<file path="config.mk">
export PLATFORM = sky130hd
export DESIGN_NAME = mem_port_arbiter
export DESIGN_NICKNAME = d
export VERILOG_FILES = /design/src/rtl/mem_port_arbiter_pkg.sv /design/src/rtl/mem_port_arbiter_streak_cnt.sv /design/src/rtl/mem_port_arbiter.sv
export SDC_FILE = /design/constraint.sdc
export NUM_CORES = 1
export LEC_CHECK = 0
export BUFFER_PORTS_ARGS = -buffer_cell sky130_fd_sc_hd__buf_2
export CORE_MARGIN = 4
export CORE_UTILIZATION = 51
export CTS_BUF_LIST = sky130_fd_sc_hd__clkbuf_4
export CTS_CLUSTER_SIZE = 14
export DETAILED_ROUTE_END_ITERATION = 8
export PLACE_DENSITY = 0.87
export SYNTH_ARGS = -nofsm -noshare
export SYNTH_HDL_FRONTEND = slang
export SYNTH_SLANG_ARGS = --single-unit
</file>
<file path="constraint.sdc">
create_clock -name clk -period 4.14 [get_ports clk]
set_clock_uncertainty 0.15 [all_clocks]
set_input_delay 0.828 -clock clk [delete_from_list [all_inputs] [get_ports clk]]
set_output_delay 0.828 -clock clk [all_outputs]
set_load 0.1 [all_outputs]
</file>
<file path="src/rtl/mem_port_arbiter_pkg.sv">
// Shared encodings for the fetch/data memory port arbiter.
// Holds FSM state codes, bus owner codes and the streak counter width.
package mem_port_arbiter_pkg;

    typedef enum logic [1:0] {
        ARB_IDLE = 2'd0,
        ARB_IF   = 2'd1,
        ARB_DM   = 2'd2,
        ARB_RESP = 2'd3
    } arbState_t;

    localparam logic [1:0] OWN_NONE = 2'b00;
    localparam logic [1:0] OWN_IF   = 2'b01;
    localparam logic [1:0] OWN_DM   = 2'b10;

    // Wide enough for the largest allowed streak limit (15).
    localparam int STREAK_W = 4;

endpackage

</file>
<file path="src/rtl/mem_port_arbiter_streak_cnt.sv">
// Saturating count of data grants made while fetch was waiting.
// Ports: clk, rst (sync, active-low), inc, clr, count, sat (count == MAX).
module arb_streak_cnt
    import mem_port_arbiter_pkg::*;
#(
    parameter int MAX = 4
) (
    input  logic                clk,
    input  logic                rst,
    input  logic                inc,
    input  logic                clr,
    output logic [STREAK_W-1:0] count,
    output logic                sat
);

    assign sat = (count == STREAK_W'(MAX));

    // Clear wins over increment; increment stops at MAX.
    always_ff @(posedge clk) begin
        if (!rst) begin
            count <= '0;
        end else if (clr) begin
            count <= '0;
        end else if (inc && !sat) begin
            count <= count + 1'b1;
        end
    end

endmodule

</file>
<file path="src/rtl/mem_port_arbiter.sv">
// Shares one single-ported memory between the fetch and data ports.
// Ports: if_* fetch port, dm_* data port, mem_* memory bus, owner debug.
module mem_port_arbiter
    import mem_port_arbiter_pkg::*;
#(
    parameter int ADDR_W        = 32,
    parameter int DATA_W        = 32,
    parameter int MAX_DM_STREAK = 4
) (
    input  logic              clk,
    input  logic              rst,
    input  logic              if_req,
    input  logic [ADDR_W-1:0] if_addr,
    output logic [DATA_W-1:0] if_rdata,
    output logic              if_ack,
    input  logic              dm_req,
    input  logic              dm_we,
    input  logic [ADDR_W-1:0] dm_addr,
    input  logic [DATA_W-1:0] dm_wdata,
    output logic [DATA_W-1:0] dm_rdata,
    output logic              dm_ack,
    output logic              mem_req,
    output logic              mem_we,
    output logic [ADDR_W-1:0] mem_addr,
    output logic [DATA_W-1:0] mem_wdata,
    input  logic [DATA_W-1:0] mem_rdata,
    input  logic              mem_ready,
    output logic [1:0]        owner
);

    arbState_t            state;
    logic                 grantDm;
    logic                 grantIf;
    logic                 streakInc;
    logic                 streakClr;
    logic                 streakSat;
    logic [STREAK_W-1:0]  streakCount;

    // Data wins unless fetch is waiting and the streak limit is reached.
    always_comb begin
        grantDm = (state == ARB_IDLE) && dm_req
                  && (!if_req || !streakSat);
        grantIf = (state == ARB_IDLE) && if_req && !grantDm;
    end

    // Streak only grows while fetch is actually being passed over.
    always_comb begin
        streakInc = grantDm && if_req;
        streakClr = grantIf || (grantDm && !if_req);
    end

    arb_streak_cnt #(
        .MAX   (MAX_DM_STREAK)
    ) uStreak (
        .clk   (clk),
        .rst   (rst),
        .inc   (streakInc),
        .clr   (streakClr),
        .count (streakCount),
        .sat   (streakSat)
    );

    always_ff @(posedge clk) begin
        if (!rst) begin
            state     <= ARB_IDLE;
            mem_req   <= 1'b0;
            mem_we    <= 1'b0;
            mem_addr  <= '0;
            mem_wdata <= '0;
            if_rdata  <= '0;
            dm_rdata  <= '0;
            if_ack    <= 1'b0;
            dm_ack    <= 1'b0;
            owner     <= OWN_NONE;
        end else begin
            if_ack <= 1'b0;
            dm_ack <= 1'b0;
            case (state)
                ARB_IDLE: begin
                    unique case (1'b1)
                        grantDm: begin
                            mem_req   <= 1'b1;
                            mem_we    <= dm_we;
                            mem_addr  <= dm_addr;
                            mem_wdata <= dm_wdata;
                            owner     <= OWN_DM;
                            state     <= ARB_DM;
                        end
                        grantIf: begin
                            mem_req   <= 1'b1;
                            mem_we    <= 1'b0;
                            mem_addr  <= if_addr;
                            mem_wdata <= '0;
                            owner     <= OWN_IF;
                            state     <= ARB_IF;
                        end
                        default: begin
                        end
                    endcase
                end
                ARB_IF: begin
                    if (mem_ready) begin
                        if_rdata <= mem_rdata;
                        if_ack   <= 1'b1;
                        mem_req  <= 1'b0;
                        state    <= ARB_RESP;
                    end
                end
                ARB_DM: begin
                    if (mem_ready) begin
                        // Stores leave the last load value in place.
                        if (!mem_we) begin
                            dm_rdata <= mem_rdata;
                        end
                        dm_ack  <= 1'b1;
                        mem_req <= 1'b0;
                        state   <= ARB_RESP;
                    end
                end
                ARB_RESP: begin
                    // One dead cycle so the port can retire its request.
                    owner <= OWN_NONE;
                    state <= ARB_IDLE;
                end
                default: begin
                    state <= ARB_IDLE;
                end
            endcase
        end
    end

endmodule

</file>
# Yosys cells after proc, flatten, opt, wreduce, memory -nomap -nowiden
# Index checks and enable logic that the tools add are counted.
[classes]
n_eq_ne = 7
muxes = 11
n_addsub = 1
n_bitwise = 2
reduce_logical = 27
[op_table]
columns = ["op", "n"]
rows = [
  ["$pmux W32 S2", 2],
  ["$reduce_and A2 Y1", 6],
  ["$pmux W2 S2", 2],
  ["$logic_and A1 B1 Y1", 7],
  ["$pmux W2 S3", 1],
  ["$reduce_and A3 Y1", 2],
  ["$reduce_bool A2 Y1", 3],
  ["$reduce_or A2 Y1", 3],
  ["$add A4 B1 Y4 const B", 1],
  ["$eq A2 B2 Y1 const B", 2],
  ["$eq A4 B3 Y1 const B", 1],
  ["$pmux W1 S2", 2],
  ["$logic_not A1 Y1", 3],
  ["$mux W1", 3],
  ["$ne A3 B3 Y1 const B", 1],
  ["$eq A2 B1 Y1 const B", 1],
  ["$logic_not A2 Y1", 1],
  ["$logic_or A1 B1 Y1", 2],
  ["$mux W2", 1],
  ["$ne A2 B1 Y1 const B", 1],
  ["$ne A2 B2 Y1 const B", 1],
  ["$not A1 Y1", 2],
]
[totals]
register_bits = 140
wordCells = 59
output_inout_bits = 134

# Longest topological paths before layout
# Gate-level depths: netlist (run 1).
[logic_depth]
ltp_word = 9
ltp_mapped = 8
mapped_depth_nobuf = 6

# By module
# Synthesis (run 1) repeated with hierarchy kept, for this count alone.
[hier_totals]
cells_unflattened = 684
area_unflattened_um2 = 5784.3
[modules_own_cells]
columns = ["mod", "area_per_inst_um2", "n_inst", "seq_area_each_um2", "cells_each"]
rows = [
  ["mem_port_arbiter", 5580.4, 1, 2722.6, 658],
  ["arb_streak_cnt", 203.9, 1, 80.1, 26],
]

# Least setup slack after synthesis (run 1)
# No wires, ideal clock.
[synth_timing]
path_kind = "input to register"
start = "in dm_req"
end = "reg mem_wdata[10]"
path_slack_ps = 2104
arrival_time_ps = 1754
cell_stages = 7
required_ps = 3858
n_path_buf = 3
path_cell_list = "buf_6 nor2_1 and2b_2 clkbuf_8 clkbuf_8 nand3_1 a21oi_1"
[synth_between]
elab_chain_len = 6
word_cells_on_any_way = 7
cone_classes = "1 x mux; 6 x reduce/logical"
[synth_lines]
columns = ["element", "line_no", "source"]
rows = [
  ["start, declared", "mem_port_arbiter.sv:16", "input logic dm_req,"],
  ["$logic_and A1 B1 Y1 *", "mem_port_arbiter.sv:41", "grantDm = (state == ARB_IDLE) && dm_req"],
  ["$logic_and A1 B1 Y1 *", "mem_port_arbiter.sv:42", "&& (!if_req || !streakSat);"],
  ["$logic_not A1 Y1", "mem_port_arbiter.sv:43", "grantIf = (state == ARB_IDLE) && if_req && !grantDm;"],
  ["$logic_and A1 B1 Y1", "mem_port_arbiter.sv:43", ""],
  ["$reduce_bool A2 Y1 (no source line)", "--", ""],
  ["$reduce_and A2 Y1 (no source line)", "--", ""],
  ["end signal, assigned", "mem_port_arbiter.sv:85", "mem_wdata <= dm_wdata;"],
  ["end, declared", "mem_port_arbiter.sv:25", "output logic [DATA_W-1:0] mem_wdata,"],
]
# Every way passes the cells marked *; elsewhere a longest branch is shown, timed or not.
# A chain may end at the register's enable or synchronous reset.

# Worst setup path in the final report (run 1)
[layout_timing]
start = "reg state[0]"
end = "reg mem_addr[3]"
[layout_between]
elab_chain_len = 7
word_cells_on_any_way = 9
cone_classes = "1 x mux; 8 x reduce/logical"
[layout_lines]
columns = ["element", "line_no", "source"]
rows = [
  ["start, declared", "mem_port_arbiter.sv:31", "arbState_t state;"],
  ["start signal, assigned", "mem_port_arbiter.sv:65", "state <= ARB_IDLE;"],
  ["start signal, assigned", "mem_port_arbiter.sv:87", "state <= ARB_DM;"],
  ["start signal, assigned", "mem_port_arbiter.sv:95", "state <= ARB_IF;"],
  ["$logic_not A2 Y1 *", "mem_port_arbiter.sv:41, mem_port_arbiter.sv:43, mem_port_arbiter.sv:78", ""],
  ["$logic_and A1 B1 Y1", "mem_port_arbiter.sv:41", ""],
  ["$logic_and A1 B1 Y1", "mem_port_arbiter.sv:42", ""],
  ["$logic_not A1 Y1", "mem_port_arbiter.sv:43", ""],
  ["$logic_and A1 B1 Y1", "mem_port_arbiter.sv:43", ""],
  ["$reduce_bool A2 Y1 (no source line)", "--", ""],
  ["$reduce_and A2 Y1 (no source line)", "--", ""],
  ["end signal, assigned", "mem_port_arbiter.sv:84", "mem_addr <= dm_addr;"],
  ["end signal, assigned", "mem_port_arbiter.sv:92", "mem_addr <= if_addr;"],
  ["end, declared", "mem_port_arbiter.sv:24", "output logic [ADDR_W-1:0] mem_addr,"],
]
# Marks and branches as above.

==> impl_metrics.tcl, run 1 <==
set metrics [dict create \
    status "finished clean" \
    antenna_found_initial 0 \
    cp.arrival_ps 2770 \
    core_area_um2 10420 \
    grt_usage_pct 24.58 \
    ctsResizeCount 0 \
    num_rows 37 \
    final_nets 1056 \
    via_per_inst 5.233 \
    drc 0 \
    layout_commonest_cell "buf_2" \
    cts_setup_buffers 0 \
    die_x_um 111.8 \
    clock_latency_ps 480 \
    worstMarginPinSlew_ps 925.0 \
    syn_avg_cell_area_um2 8.181 \
    final_area_um2 7074 \
    clk_path_buf_depth 2 \
    synth_area_leaders "dfxtp_1 51%, nand2_1 14%, a21oi_1 11%, a21boi_0 5.3%, nand3_1 3.2%" \
    fin_cells 1063 \
    worst-setup-path-type "reg -> reg" \
    area_growth_syn_to_layout_pct 28.68 \
    setup_violations 0 \
    grt_pass1_wl_um 25330 \
    grt_pass1_vias 5203 \
    synth_top_cell_by_area "dfxtp_1" \
    min_period_over_period_pct 60.45 \
    maxSlewHeadroom_pct 38.18 \
    r2r_slack_ps 1640 \
    grt_max_degree 78 \
    n_antenna_cell 0 \
    period_needed_ps 2503 \
    dp_cells 1032 \
    numCtsBuffers 17 \
    ios 268 \
    totalWireLength_um 16060 \
    drt_iter0_drc 430 \
    die_h_um 111.8 \
    ys_warn_count 0 \
    p_per_area_nw_per_um2 853.9 \
    layout_common_cells "267 x buf_2, 201 x nand2_1, 140 x dfxtp_1, 126 x a21oi_1, 39 x a21boi_0" \
    fp.dieArea_um2 12500 \
    netlist_area_um2 5498 \
    dpl_cell_area_um2 6750 \
    dp.final_hpwl_um 11260 \
    root_buffer "clkbuf_4" \
    synth_seq_area_share_pct 50.98 \
    yosysUniqueCellTypes 36 \
    grt_overflow 0 \
    hp-class "reg -> reg" \
    wl_per_cell_um 15.11 \
    htreeDepth 4 \
    rsz0062_at_grt "false" \
    crit_required_ps 4410 \
    drtAntennaViolNets 0 \
    crit_fanout 43 \
    port_buffers 267 \
    fillers 899 \
    ir_drop_uv 617.1 \
    multi_input_area_um2 2344 \
    firstDrtPassIters 7 \
    tritoncts "done" \
    cts_hold_buffers 0 \
    register_area_um2 2803 \
    fmax_ghz 0.3996 \
    gp_congestion 0.8227 \
    synth_top_area_share_pct 50.98 \
    clock_sinks 140 \
    finalHoldViolCount 0 \
    final_max_slew_viol_count 0 \
    maxCapViolations 0 \
    setup_tns_ps 0 \
    drive_gt1_share_pct 34.20 \
    worst_setup_path_start_kind "flip-flop" \
    final_core_util_pct 67.92 \
    initial_utilization_pct 52.78 \
    ys_ff_latch 140 \
    vias 5563 \
    leakage_nw 3.317 \
    synth_fp_nets 813 \
    path_clk_slew_ps 120 \
    endpoint_kind "flip-flop" \
    postSynthCellCount 672 \
]
metrics by stage:
step / total power (W) / hold slack (ps) / setup slack, ps
2_1_floorplan: 0.004585 / 311.9 / 2104
3_3_place_gp: 0.005033 / 289.6 / 1546
3_5_place_dp: 0.005061 / 295.0 / 1505
4_1_cts: 0.006060 / 309.7 / 1623
5_1_grt: 0.006298 / 326.0 / 1447
6_report: 0.006041 / 305.6 / 1637
Yosys cell counts:
master / n
inv_1: 5
o221a_2: 1
nand3_1: 35
nand3b_1: 1
o22ai_1: 1
nand4_1: 1
nor2b_1: 3
a21boi_4: 1
nor2_1: 6
a31oi_1: 1
and2_1: 3
o21a_1: 1
a21oi_1: 126
a32oi_1: 1
buf_2: 16
buf_6: 10
inv_2: 1
nand2_1: 201
and2b_2: 1
a311oi_1: 1
a21boi_0: 39
a211oi_1: 2
or2_2: 1
ha_1: 7
and2_4: 1
o21ai_2: 1
or2_1: 1
mux2i_1: 1
clkbuf_8: 4
clkbuf_2: 1
buf_4: 1
a21bo_2: 1
o21ai_0: 34
clkbuf_1: 21
dfxtp_1: 140
o211ai_1: 1
logic make-up after synthesis:
kind of cell | synth area share, %
buffers and inverters | 6.577
muxes | 0.1821
AOI/OAI and AO/OA | 21.87
and+or+nand+nor | 18.80
DFF | 50.98
adders and majority gates | 1.593
area by class of cell:
type | instances | share of cell area, %
tap | 136 | 2.405
inverter | 6 | 0.3184
timing repair buffer | 277 | 19.95
multi-input combinational | 473 | 33.13
clock inverter | 13 | 2.671
clock buffer | 18 | 1.910
sequential | 140 | 39.62
worst paths after layout:
check | start | endpoint | cells past startpoint
worst max register to register | state[0] | mem_addr[3] | 7
worst max-delay path | state[0] | mem_addr[3] | 7
worst min-delay path | if_rdata[8] | if_rdata[8] | 2
worst min register to register | if_rdata[8] | if_rdata[8] | 2
flip-flops by register name, indices dropped and copies added (netlist names):
register	cells
uStreak.count	4
dm_rdata	32
owner	2
mem_wdata	32
mem_req	1
if_ack	1
mem_addr	32
dm_ack	1
state	2
mem_we	1
if_rdata	32
report_power, final:
group	internal [W]	leakage [nW]	total [W]	switching (W)
clock network	0.000490	0.170	0.00100	0.000511
logic	0.000510	2.00	0.00326	0.00275
registers	0.00164	1.15	0.00178	0.000141
critical path: stages, from the launching register on:
cell     delay [ps]
dfxtp_1         400
inv_1           100
ha_1            300
and2_4          210
a21bo_2         720
buf_4           340
nand2_1          80
a21oi_1         120
metal layers:
layer	global-route usage, %	vias up	wire length (um)
li1	-	2738	-
met1	29.35	2544	6387
met2	42.41	261	7970
met3	7.772	20	1434
met4	7.218	0	269
met5	0	-	0
Power figures use the tool's default switching activity.
==> inputs of run 2 (changes only) <==
--- a/config.mk
+++ b/config.mk
@@ -7,11 +7,11 @@
 export LEC_CHECK = 0
 export BUFFER_PORTS_ARGS = -buffer_cell sky130_fd_sc_hd__buf_2
 export CORE_MARGIN = 4
-export CORE_UTILIZATION = 51
+export CORE_UTILIZATION = 43
 export CTS_BUF_LIST = sky130_fd_sc_hd__clkbuf_4
 export CTS_CLUSTER_SIZE = 14
 export DETAILED_ROUTE_END_ITERATION = 8
-export PLACE_DENSITY = 0.87
+export PLACE_DENSITY = 0.78
 export SYNTH_ARGS = -nofsm -noshare
 export SYNTH_HDL_FRONTEND = slang
 export SYNTH_SLANG_ARGS = --single-unit
==> constraint.sdc (replaced) <==
create_clock -name clk -period 2.05 [get_ports clk]
set_clock_uncertainty 0.15 [all_clocks]
set_input_delay 0.41 -clock clk [delete_from_list [all_inputs] [get_ports clk]]
set_output_delay 0.41 -clock clk [all_outputs]
set_load 0.1 [all_outputs]
==> run 2 against run 1 <==
Hold slack got worse by 250 ps. Combinational power up 120%. Cell area is 20% higher. Register-to-register slack got worse by 1500 ps. Sequential share of layout area down 6.5 points. Sequential cell count stayed put. Clock power rose by 68%. Setup slack got worse by 1500 ps. Count of clock-buffer cells in the layout increased by 2. First-iteration DRC count grew 7.0%. Final cell count increased by 16%. Routed wire length is 22% higher.
==> impl_metrics.tcl, run 2 (same netlist as run 1, synthesis figures left out) <==
set metrics [dict create \
    final_max_slew_viol_count 0 \
    layout_commonest_cell "buf_2" \
    numCtsBuffers 17 \
    vias 6300 \
    cp.arrival_ps 1360 \
    cts_setup_buffers 0 \
    grt_usage_pct 26.05 \
    fp.dieArea_um2 14660 \
    clock_sinks 140 \
    grt_pass1_wl_um 30520 \
    ir_drop_uv 1377 \
    num_rows 41 \
    dp.final_hpwl_um 11470 \
    firstDrtPassIters 7 \
    port_buffers 267 \
    clk_path_buf_depth 2 \
    grt_overflow 0 \
    cp_slowest_cell "buf_2" \
    fmax_ghz 0.5210 \
    rsz0062_at_grt "false" \
    drc 0 \
    drive_gt1_share_pct 30.50 \
    p_per_area_nw_per_um2 1458 \
    hp-class "in -> reg" \
    layout_common_cells "267 x buf_2, 201 x nand2_1, 140 x dfxtp_1, 126 x a21oi_1, 125 x dlygate4sd3_1" \
    status "finished clean" \
    min_period_over_period_pct 93.63 \
    setup_violations 0 \
    grt_pass1_vias 6298 \
    wl_per_cell_um 15.94 \
    fillers 958 \
    drt_iter0_drc 460 \
    period_needed_ps 1919 \
    root_buffer "clkbuf_4" \
    gp_congestion 0.7992 \
    crit_chain "buf_2" \
    grt_max_degree 48 \
    via_per_inst 5.114 \
    ios 268 \
    drtAntennaViolNets 0 \
    worstMarginPinSlew_ps 531.6 \
    path_clk_slew_ps 110 \
    endpoint_kind "output pin" \
    dpl_cell_area_um2 6923 \
    core_area_um2 12570 \
    path_delay_family "buffers and inverters" \
    total_power_w 0.01236 \
    final_nets 1189 \
    die_x_um 121.1 \
    leakage_nw 3.898 \
    die_h_um 121.1 \
    totalWireLength_um 19630 \
    worst_setup_path_start_kind "flip-flop" \
    clock_latency_ps 500 \
    crit_fanout 4 \
    maxSlewHeadroom_pct 64.81 \
    crit_required_ps 1490 \
    finalHoldViolCount 0 \
    area_growth_syn_to_layout_pct 54.10 \
    slowest_delay_ps 460 \
    maxCapViolations 0 \
    setup_tns_ps 0 \
    worst-setup-path-type "reg -> out" \
    critical_path_buf_inv_count 1 \
    initial_utilization_pct 43.74 \
    tritoncts "done" \
    antenna_found_initial 0 \
    final_area_um2 8472 \
    htreeDepth 4 \
]
## run 2: cell count changes in the layout (fill, tap and decap cells not counted), sizes merged
cell,previous run,this run
inv,10,6
clkinv,3,8
buf,277,284
diode,0,1
clkbuf,18,21
clkinvlp,2,0
dlygate4sd3,0,125
bufinv,4,2
## run 2: final timing paths
path,start,to,slack [ps],depth (start not counted)
worst max-delay path,mem_we,mem_we,130,1
worst min-delay path,if_addr[4],mem_addr[4],60,3
worst min register to register,mem_wdata[22],mem_wdata[22],310,2
worst max register to register,state[1],owner[1],150,7
## run 2: what timing repair did
action                                  in CTS  in global routing
hold buffers                               125                  0
hold endpoints to repair                   128                  0
endpoints found under the setup margin       0                 51
gates resized for setup                      0                  5
## run 2: final cells by class
type                       instances  area [um2]  share of cell area (%)
antenna                            1       2.502                 0.02954
clock buffer                      20       150.1                   1.772
clock inverter                    10       101.3                   1.196
inverter                           6       22.52                  0.2658
multi-input combinational        473        2355                   27.80
sequential                       140        2803                   33.08
tap                              172       215.2                   2.540
timing repair buffer             410        2823                   33.32
## run 2: power by group
group,switching (W),internal (W)
Clock,0.000944,0.000735
Sequential,0.000306,0.00330
Combinational,0.00573,0.00134
## run 2: metal layers
metal | GRT usage (%) | wire (um) | vias up
met3 | 8.112 | 1944 | 73
met4 | 14.02 | 812 | 0
li1 | - | - | 2996
met2 | 44.39 | 9558 | 348
met1 | 28.91 | 7317 | 2883
met5 | 0 | 0 | -
## run 2: metrics by stage
step | setup slack (ps) | instances | utilization, % | hold slack (ps)
floorplan | 73.41 | 672 | - | 311.9
global placement | 179.8 | 1075 | 55.08 | 289.4
global route | 8.589 | 1231 | 67.39 | 25.17
finish | 130.6 | 1232 | 67.41 | 59.47
CTS | 57.91 | 1230 | 67.04 | 3.733
detailed placement | 93.22 | 1075 | 55.08 | 293.7
==> inputs of run 3 (changes only) <==
--- a/config.mk
+++ b/config.mk
@@ -5,12 +5,13 @@
 export SDC_FILE = /design/constraint.sdc
 export NUM_CORES = 1
 export LEC_CHECK = 0
-export BUFFER_PORTS_ARGS = -buffer_cell sky130_fd_sc_hd__buf_2
+export CAP_MARGIN = 20
 export CORE_MARGIN = 4
-export CORE_UTILIZATION = 43
+export CORE_UTILIZATION = 59
 export CTS_BUF_LIST = sky130_fd_sc_hd__clkbuf_4
 export CTS_CLUSTER_SIZE = 14
 export DETAILED_ROUTE_END_ITERATION = 8
+export DONT_BUFFER_PORTS = 1
 export PLACE_DENSITY = 0.78
 export SYNTH_ARGS = -nofsm -noshare
 export SYNTH_HDL_FRONTEND = slang
==> run 3 against run 2 <==
Via count rose by 7.0%. Highest routed layer unchanged. The flow now finishes with violations (negative setup slack). First-iteration DRC count increased by 86%. Sequential power about the same.
==> impl_metrics.tcl, run 3 (same netlist as run 1, synthesis figures left out) <==
set metrics [dict create \
    status "finished with violations" \
    violations "negative setup slack" \
    gp_congestion 0.8306 \
    clock_sinks 140 \
    firstDrtPassIters 6 \
    setup_violations 5 \
    multi_input_area_um2 2375 \
    grt_max_degree 78 \
    vias 6742 \
    p_per_area_nw_per_um2 1614 \
    register_area_um2 2803 \
    maxCapViolations 0 \
    highest_layer "met4" \
    num_rows 34 \
    final_nets 1065 \
    via_per_inst 6.439 \
    fp.dieArea_um2 10930 \
    rsz0062_at_grt "true" \
    drtAntennaViolNets 0 \
    clock_latency_ps 520 \
    path_delay_family "compound AO/OA/AOI/OAI gates" \
    crit_fanout 41 \
    port_buffers 0 \
    total_power_w 0.01326 \
    totalWireLength_um 25360 \
    tritoncts "done" \
    fillers 319 \
    critical_path_buf_inv_count 3 \
    drt_iter0_drc 854 \
    final_area_um2 8219 \
    dp_cells 871 \
    worst-setup-path-type "reg -> reg" \
    path_clk_slew_ps 150 \
    fmax_ghz 0.4333 \
    finalHoldViolCount 0 \
    htreeDepth 4 \
    met3_length_um 3206 \
    whs_ps 49.56 \
    fin_cells 1047 \
    cp_slowest_cell "o21ai_0" \
    wl_met2_um 12340 \
    endpoint_kind "flip-flop" \
    drc 0 \
    area_growth_syn_to_layout_pct 49.50 \
    fin_ws_ps -257.8 \
    root_buffer "clkbuf_4" \
    grt_pass1_wl_um 36340 \
    worstMarginPinSlew_ps 552.9 \
    initial_utilization_pct 61.84 \
    slowest_delay_ps 480 \
    layout_commonest_cell "nand2_1" \
    period_needed_ps 2308 \
    cp.arrival_ps 2560 \
    hp-class "in -> reg" \
    min_period_over_period_pct 112.6 \
    dpl_cell_area_um2 6422 \
    clk_path_buf_depth 2 \
    leakage_nw 3.449 \
    layout_common_cells "201 x nand2_1, 146 x buf_4, 140 x dfxtp_1, 131 x dlygate4sd3_1, 126 x a21oi_1" \
    crit_chain "inv_1 > ha_1 > buf_4 > and2b_2 > buf_6 > o21ai_0 > a21oi_1" \
    worst_setup_path_start_kind "flip-flop" \
    wl_per_cell_um 24.23 \
    core_area_um2 8891 \
    final_max_slew_viol_count 0 \
    dp.final_hpwl_um 11390 \
    maxSlewHeadroom_pct 62.75 \
    die_x_um 104.5 \
    numCtsBuffers 17 \
    die_h_um 104.5 \
    antenna_found_initial 3 \
    ios 268 \
    crit_required_ps 2300 \
    ir_drop_uv 1362 \
    grt_usage_pct 41.82 \
    grt_pass1_vias 6824 \
    wl_met1_um 7768 \
    drive_gt1_share_pct 20.94 \
    setup_tns_ps -424.9 \
    grt_overflow 0 \
]
## run 3: changes by cell type in the layout (fill, tap and decap cells not counted), moves of 3 or more
cell and delta:
o21ai_0 -3, buf_4 +137, buf_2 -267, inv_6 +3, dlygate4sd3_1 +6
## run 3: through the flow
step                      setup WS [ps]  util, %
after floorplan                   73.41        -
after global placement            17.19    72.23
after detailed placement         -146.6    72.23
after CTS                         37.76    90.88
after global routing             -245.1    92.44
final                            -257.8    92.44
## run 3: final cells by class
cell class	instances	share of cell area (%)
inverter	6	0.2740
multi-input combinational	474	28.89
timing repair buffer	285	31.34
clock buffer	18	1.644
sequential	140	34.10
antenna	3	0.09134
tap	108	1.644
clock inverter	13	2.009
## run 3: report_power, final
group | leakage, nW | switching [W] | internal (W) | total [W]
Combinational | 2.14 | 0.00616 | 0.00157 | 0.00773
Clock | 0.163 | 0.00107 | 0.000864 | 0.00193
Sequential | 1.15 | 0.000299 | 0.00330 | 0.00360
## run 3: what timing repair did
item,4_1_cts,5_1_grt
gates cloned,1,2
hold buffers,132,0
setup endpoints to repair,35,85
hold endpoints to repair,137,0
pin swaps,0,1
buffers inserted,0,7
gates resized for setup,1,7
## run 3: path summary, 6_finish.rpt
kind | start | end | slack, ps | depth (start not counted)
min reg2reg | if_rdata[16] | if_rdata[16] | 320 | 2
max | state[0] | mem_addr[27] | -260 | 7
max reg2reg | state[0] | mem_addr[27] | -260 | 7
min | rst | if_rdata[12] | 50 | 2
## run 3: per-layer routing
layer	vias to the layer above	track usage, %
met5	-	0
met4	0	27.54
met3	208	13.81
met2	760	74.86
met1	3025	41.12
li1	2749	-
